<file path="config.mk">
export PLATFORM = sky130hd
export DESIGN_NAME = cpu_sequencer
export DESIGN_NICKNAME = d
export VERILOG_FILES = /design/src/rtl/cpu_seq_pkg.sv /design/src/rtl/rom_loader.sv /design/src/rtl/cpu_sequencer.sv
export SDC_FILE = /design/constraint.sdc
export NUM_CORES = 2
export LEC_CHECK = 0
export ABC_CLOCK_PERIOD_IN_PS = 3200
export CAP_MARGIN = 30
export CORE_AREA = 2 2 575 577
export DETAILED_ROUTE_END_ITERATION = 10
export DIE_AREA = 0 0 577 579
export GPL_ROUTABILITY_DRIVEN = 0
export GPL_TIMING_DRIVEN = 0
export PLACE_DENSITY = 0.33
export SLEW_MARGIN = 20
export SYNTH_ARGS = -nofsm -noshare
export SYNTH_HDL_FRONTEND = slang
export SYNTH_SLANG_ARGS = --single-unit
</file>
<file path="constraint.sdc">
create_clock -name clk -period 3.2 [get_ports clk]
set_clock_uncertainty 0.05 [all_clocks]
set_input_delay 0.64 -clock clk [delete_from_list [all_inputs] [get_ports clk]]
set_output_delay 0.64 -clock clk [all_outputs]
set_load 0.02 [all_outputs]
</file>
<file path="src/rtl/cpu_seq_pkg.sv">
// cpu_seq_pkg: shared state encoding and image sizes for the CPU run sequencer
package cpu_seq_pkg;
   localparam int ROM_BYTES     = 128;
   localparam int MEM_OUT_BYTES = 24;
   typedef enum logic [1:0] {IDLE, RUN, CAPTURE, DONE} state_t;
endpackage

</file>
<file path="src/rtl/rom_loader.sv">
// rom_loader: 128-byte program image filled through a valid/ready byte port
// Ports: clk, rst (sync, active-high); en opens the write port (IDLE only);
// clr rewinds the write pointer; load_valid/load_data/load_ready byte port;
// rom is the packed image, byte k at rom[8k+:8].
module rom_loader import cpu_seq_pkg::*; (
   input  logic                     clk,
   input  logic                     rst,
   input  logic                     en,
   input  logic                     clr,
   input  logic                     load_valid,
   input  logic [7:0]               load_data,
   output logic                     load_ready,
   output logic [ROM_BYTES*8-1:0]   rom
);
   localparam int AW = $clog2(ROM_BYTES);
   logic [AW-1:0] wptr;
   assign load_ready = en;
   always_ff @(posedge clk) begin
      if (rst) begin
         wptr <= '0;
         rom  <= '0;
      end else begin
         if (en && load_valid) begin
            rom[{wptr, 3'b000} +: 8] <= load_data;
            wptr                     <= wptr + AW'(1);
         end
         // a start on the same edge as a write stores the byte, then rewinds
         if (clr) wptr <= '0;
      end
   end
endmodule

</file>
<file path="src/rtl/cpu_sequencer.sv">
// cpu_sequencer: loads a CPU program, runs it to halt flag or cycle budget, captures memory
// Ports: clk, rst (sync, active-high); load_valid/load_data/load_ready ROM byte port;
// start/max_cycles run request; rom image and cpu_rst to the CPU; mem_in from the CPU;
// result/result_valid/result_ready capture handshake; cycles_used, halted, timeout, busy status.
module cpu_sequencer import cpu_seq_pkg::*; #(
   parameter int HALT_IDX = 23,
   parameter int CYC_W    = 16
) (
   input  logic                        clk,
   input  logic                        rst,
   input  logic                        load_valid,
   input  logic [7:0]                  load_data,
   output logic                        load_ready,
   input  logic                        start,
   input  logic [CYC_W-1:0]            max_cycles,
   output logic [ROM_BYTES*8-1:0]      rom,
   output logic                        cpu_rst,
   input  logic [MEM_OUT_BYTES*8-1:0]  mem_in,
   output logic [MEM_OUT_BYTES*8-1:0]  result,
   output logic                        result_valid,
   input  logic                        result_ready,
   output logic [CYC_W-1:0]            cycles_used,
   output logic                        halted,
   output logic                        timeout,
   output logic                        busy
);
   state_t           state, state_nx;
   logic [CYC_W-1:0] max_q;
   logic             go, halt_hit, budget_hit;
   assign go         = (state == IDLE) && start;
   assign halt_hit   = mem_in[HALT_IDX*8 +: 8] != 8'd0;
   assign budget_hit = cycles_used == max_q - CYC_W'(1);
   rom_loader u_rom (
      .clk        (clk),
      .rst        (rst),
      .en         (state == IDLE),
      .clr        (go),
      .load_valid (load_valid),
      .load_data  (load_data),
      .load_ready (load_ready),
      .rom        (rom)
   );
   always_comb begin
      state_nx     = state;
      cpu_rst      = state != RUN;
      result_valid = state == DONE;
      busy         = state != IDLE;
      case (state)
         IDLE:    state_nx = start ? (max_cycles != '0 ? RUN : CAPTURE) : IDLE;
         RUN:     state_nx = (halt_hit || budget_hit) ? CAPTURE : RUN;
         CAPTURE: state_nx = DONE;
         DONE:    state_nx = result_ready ? IDLE : DONE;
         default: state_nx = IDLE;
      endcase
   end
   always_ff @(posedge clk) begin
      if (rst) begin
         state       <= IDLE;
         max_q       <= '0;
         cycles_used <= '0;
         halted      <= 1'b0;
         timeout     <= 1'b0;
         result      <= '0;
      end else begin
         state <= state_nx;
         if (go) begin
            max_q       <= max_cycles;
            cycles_used <= '0;
            halted      <= 1'b0;
            timeout     <= 1'b0;
         end
         if (state == RUN) begin
            cycles_used <= &cycles_used ? cycles_used : cycles_used + CYC_W'(1);
            // halt wins when both end conditions land on the same edge
            halted      <= halt_hit;
            timeout     <= !halt_hit && budget_hit;
         end
         // CPU memory still shows its post-final state during CAPTURE
         if (state == CAPTURE) result <= mem_in;
      end
   end
endmodule
</file>
## Word level (Yosys, flattened, before mapping)

Index checks and enable logic that the tools add are counted.

- Register bits: 1259
- Bits in latches: 0
- Bits in writable memories: 0
- Bits in read-only memories: 0
- Bits of input ports: 221
- Output and inout port bits: 1238
- Logic and storage cells: 45
- Memories: 0

- $add $sub $neg: 4
- Multiply operators: 0
- Divide/modulo/power cells: 0
- Order comparisons: 0
- Equality and inequality tests: 6
- Shift-type cells: 2
- Muxes and demuxes: 12
- Bitwise gates (word level): 0
- Reduce and logical (&&, ||, !) cells: 13

Operator list:

| kind | count |
|---|---|
| $bwmux W1024 | 1 |
| $shift A8 B12 Y1024 const A | 1 |
| $shiftx A8 B12 Y1024 | 1 |
| $mux W16 | 3 |
| $add A16 B1 Y16 const B | 1 |
| $eq A16 B16 Y1 | 1 |
| $reduce_and A16 Y1 | 1 |
| $reduce_bool A16 Y1 | 1 |
| $sub A16 B1 Y16 const B | 1 |
| $neg A10 Y12 | 1 |
| $mux W2 | 4 |
| $pmux W2 S4 | 1 |
| $reduce_bool A8 Y1 | 1 |
| $add A7 B1 Y7 const B | 1 |
| $eq A2 B2 Y1 const B | 2 |
| $reduce_bool A2 Y1 | 2 |
| $logic_and A1 B1 Y1 | 3 |
| $mux W1 | 3 |
| $eq A2 B1 Y1 const B | 1 |
| $logic_not A2 Y1 | 1 |
| $ne A2 B1 Y1 const B | 1 |
| $ne A2 B2 Y1 const B | 1 |
| $reduce_and A2 Y1 | 1 |
| $reduce_or A2 Y1 | 1 |
| 2 further kinds | 2 |

## Depth between registers and ports, before layout

- Word-level depth: 5
- Depth in mapped cells: 14

## Cells and area by module

From an unflattened synthesis, not the netlist that was laid out.

- Cells, all modules: 5156
- Area total of the unflattened synthesis: 49885.3 um^2

By module, submodules not included:

| module | instances | cells each | area an instance (um^2) | sequential area each (um^2) |
|---|---|---|---|---|
| rom_loader | 1 | 4045 | 41284.6 | 20639.8 |
| cpu_sequencer | 1 | 1111 | 8600.7 | 4564.4 |

## Worst setup path after synthesis

OpenSTA, ideal clock, no wires.

- Path type: flip-flop to flip-flop
- Start point: register u_rom.wptr[0]
- End point: register u_rom.rom[120]
- Setup time: 0.128 ns
- Arrival time: 3.213 ns
- Data required time: 3.022 ns
- Setup slack: -0.191 ns
- Cell stages (with the launch flop): 12
- Period minus slack after synthesis: 3.391 ns
- Path through: dfxtp_1 -> buf_2 -> inv_1 -> ha_1 -> clkbuf_1 -> nor3b_1 -> xnor2_1 -> clkbuf_1 -> nand2_1 -> nor4_4 -> mux2i_1 -> nor2_1

- Cells in the longest elaborated chain, start to end: 3

Ends and longest elaborated chain:

| item | line | RTL |
|---|---|---|
| start: declaration | rom_loader.sv:16 | `logic [AW-1:0] wptr;` |
| start signal: assignment | rom_loader.sv:25 | `wptr <= wptr + AW'(1);` |
| $neg A10 Y12 * | rom_loader.sv:24 | `rom[{wptr, 3'b000} +: 8] <= load_data;` |
| $shiftx A8 B12 Y1024 or $shift A8 B12 Y1024 (tied branches) | rom_loader.sv:24 |  |
| $bwmux W1024 * | rom_loader.sv:24 |  |
| end signal: indexed assignment | rom_loader.sv:24 |  |
| end: declaration | rom_loader.sv:13 | `output logic [ROM_BYTES*8-1:0] rom` |

Every way passes the cells marked *; elsewhere a longest branch is shown, timed or not.
A chain may end at the register's enable or synchronous reset.

## Worst setup path in the final report

- Start point: register u_rom.wptr[0]
- End point: register u_rom.rom[192]

The elaborated chain is that of the path after synthesis.

==> out/results.ini <==
[finish]
drive_gt1_share_pct = 12.6
register_area_um2 = 25200
finalNetCount = 7325
multiInputGateArea_um2 = 22600
fillers = 35600
fin_cells = 11600
design_area_um2 = 79400
area_growth_syn_to_layout_pct = 63.7

[floorplan]
die_height_um = 579
start_util_pct = 14.8
die_w_um = 577
ios = 1459
core_area_um2 = 329000
dieArea_um2 = 334000
rows = 211

[logic_synthesis]
syn_area_um2 = 48500
netlist_instances = 5243
synth_nets = 5471
yosysUniqueCellTypes = 71
synth-seq-cells = 1259
avgSynthCellArea_um2 = 9.26
ys.warnings.count = 0
synth-main-ff-cell = dfxtp_1
ys_seq_area_share_pct = 51.9
async_reset_ff_share_pct = 0
synth-edff-count = 0

[drt]
drtAntennaViolNets = 0
wirelength_mm = 377
firstDrtPassIters = 5
drc = 0
avgRoutedWirePerCell_um = 32.4
viasPerCell = 3.99
drt_iter0_drc = 2633
via_count = 46400

[cts]
clock-root-buffer = clkbuf_16
ctsHoldBuffers = 0
path_clk_slew_ns = 0.06
clock_latency_ns = 0.86
cts_tree = built
clock_sinks = 1259
htree_num_levels = 4
numCtsBuffers = 170
clockBufferDepth = 4

[placed_design]
dpl_cell_area_um2 = 70400
port_buffers = 1457
dp_slack_ns = -2.07
hpwl_mm = 309
dp.cells = 11200

[worst_setup_path]
crit_required_ns = 3.81
path_class = reg -> reg
startpoint_type = register
worstSetupEndpointType = register
crit_path_max_fanout = 8
worstPathArrival_ns = 3.83

[timing]
slew_headroom_pct = 26.0
fin_hold_ws_ns = 0.290
finalHoldViolations = 0
fmax_ghz = 0.310
rsz0062_at_grt = true
layout_worst_path_cycle_share_pct = 101
fin_ws_ns = -0.0215
drv_slew = 0
min_period_ns = 3.22
setup_violations = 6
worst_pin_slew_ns = 1.11

[status]
violations = negative setup slack
status = complete, but fails checks

[global_route]
use_met2_pct = 38.5
use_met1_pct = 23.6
busiest_layer = met2
grt_antenna_before_repair = 54
grt_overflow_total = 0
use_met3_pct = 7.41
grt_pass1_vias = 46600
grt_max_degree = 17
grt.total_usage_pct = 21.7
grt_pass1_wl_mm = 479

[power_and_ir_drop]
total_leakage_power_uw = 0.0276
max-vdd-ir-drop_mv = 0.432
power.density_nw_per_um2 = 496

[min_path]
hp-class = in -> reg

[run]
cap_viol_max_count = 0

==> layer usage <==
| layer | vias up | wire length (um) |
|---|---|---|
| met3 | 404 | 32100 |
| li1 | 21400 | - |
| met2 | 1685 | 186000 |
| met5 | - | 124 |
| met4 | 18 | 15800 |
| met1 | 22900 | 143000 |
==> report_power, final <==
part	total (uW)	switching (uW)	internal, uW
clock	19600	8070	11600
sequential	16000	137	15800
combinational	3820	2640	1170
==> cells in the final DEF (no fill, tap or decap), types with 18 or more instances in the layout <==
master and count:
clkdlybuf4s50_1 1451, dfxtp_1 1254, nor2_1 1011, mux2i_1 864, nand2_1 625, a21oi_1 367
clkbuf_1 220, nand3_1 181, clkbuf_16 181, buf_12 93, buf_4 89, clkbuf_2 86
and2_1 85, nor2_4 57, buf_6 49, clkbuf_8 43, and3_1 42, nor3_4 40
diode_2 39, buf_16 30, nor2_2 27, clkinv_2 27, buf_8 24, o21ai_0 23
nand2b_1 21, xnor2_1 20, xor2_1 18
==> cell families (layout without fill, tap and decap cells) <==
| kind of cell | after synthesis | after routing | share of synthesized area, % |
|---|---|---|---|
| mux | 867 | 867 | 17.9 |
| flops | 1259 | 1259 | 51.9 |
| simple gates | 2234 | 2234 | 21.0 |
| other cells | 0 | 39 | 0 |
| buf+inv | 385 | 2373 | 3.18 |
| fa+ha+maj | 7 | 7 | 0.180 |
| compound gates | 450 | 450 | 5.06 |
| xor+xnor | 41 | 41 | 0.768 |
==> synthesized netlist by cell type, types with 6 or more instances <==
library cell  count  area share [%]
nor2_1         1043             8.1
mux2i_1         866              18
buf_2            23            0.24
nor3_1           23            0.24
nand3_1         204             2.1
ha_1              7            0.18
o21ai_0          28            0.29
nor4_1           11            0.14
buf_4             7            0.11
or4_1            12            0.19
or3_1            15            0.19
or2_2             6           0.077
clkbuf_1        318             2.5
nand4_1          17            0.22
o211ai_1         11            0.17
and2_1           85             1.1
xnor2_1          22            0.40
inv_1            14            0.11
a21oi_1         371             3.8
nand2b_1         23            0.30
and3_1           52            0.67
xor2_1           18            0.32
nor2_2            9            0.12
nor2_4           43             1.0
buf_1            18            0.14
nor3_4           30             1.0
dfxtp_1        1259              52
nand2_1         627             4.8
==> critical path: stages, from the launching register on <==
cell and delay, ns:
dfxtp_4 0.36, or4_4 0.54, buf_6 0.14, o21a_4 0.19, or4_4 0.54, buf_16 0.17, nor4b_4 0.46, buf_6 0.27
mux2i_1 0.21, nor2_1 0.06
==> final cells by class <==
| cell class | instances | share of cell area (%) |
|---|---|---|
| Buffer | 335 | 2.39 |
| Clock inverter | 54 | 0.818 |
| Sequential cell | 1259 | 31.7 |
| Multi-Input combinational cell | 3599 | 28.4 |
| Tap cell | 4366 | 6.88 |
| Timing Repair Buffer | 1718 | 23.3 |
| Inverter | 14 | 0.0693 |
| Clock buffer | 252 | 6.29 |
| Antenna cell | 39 | 0.123 |
==> stage by stage <==
step	total power, uW	TNS [ns]	util [%]
2_1_floorplan	17500	-1.85	-
3_3_place_gp	19700	-1853.22	20.9
3_5_place_dp	20000	-1127.53	21.4
4_1_cts	40100	-3.37	24.0
5_1_grt	40800	-0.948	24.1
6_report	39400	-0.0489	24.2
==> flip-flops by register name, indices dropped and copies added, names as in the netlist <==
signal       flops
result         192
cycles_used     16
u_rom.wptr       7
max_q           16
state            2
halted           1
u_rom.rom     1024
timeout          1
==> path summary, 6_finish.rpt <==
| check | startpoint | end | slack [ns] | cells after the start |
|---|---|---|---|---|
| hold / removal | mem_in[17] | result[17] | 0.29 | 3 |
| setup reg to reg | u_rom.wptr[0] | u_rom.rom[192] | -0.02 | 9 |
| hold reg to reg | u_rom.rom[441] | u_rom.rom[441] | 0.40 | 2 |
| setup / recovery | u_rom.wptr[0] | u_rom.rom[192] | -0.02 | 9 |
==> what timing repair did <==
item	4_1_cts	5_1_grt
gates cloned	5	2
resized for setup	278	52
setup buffers	126	29
setup endpoints to repair	1026	661
pin swaps	97	32
(Power assumes the default switching activity.)
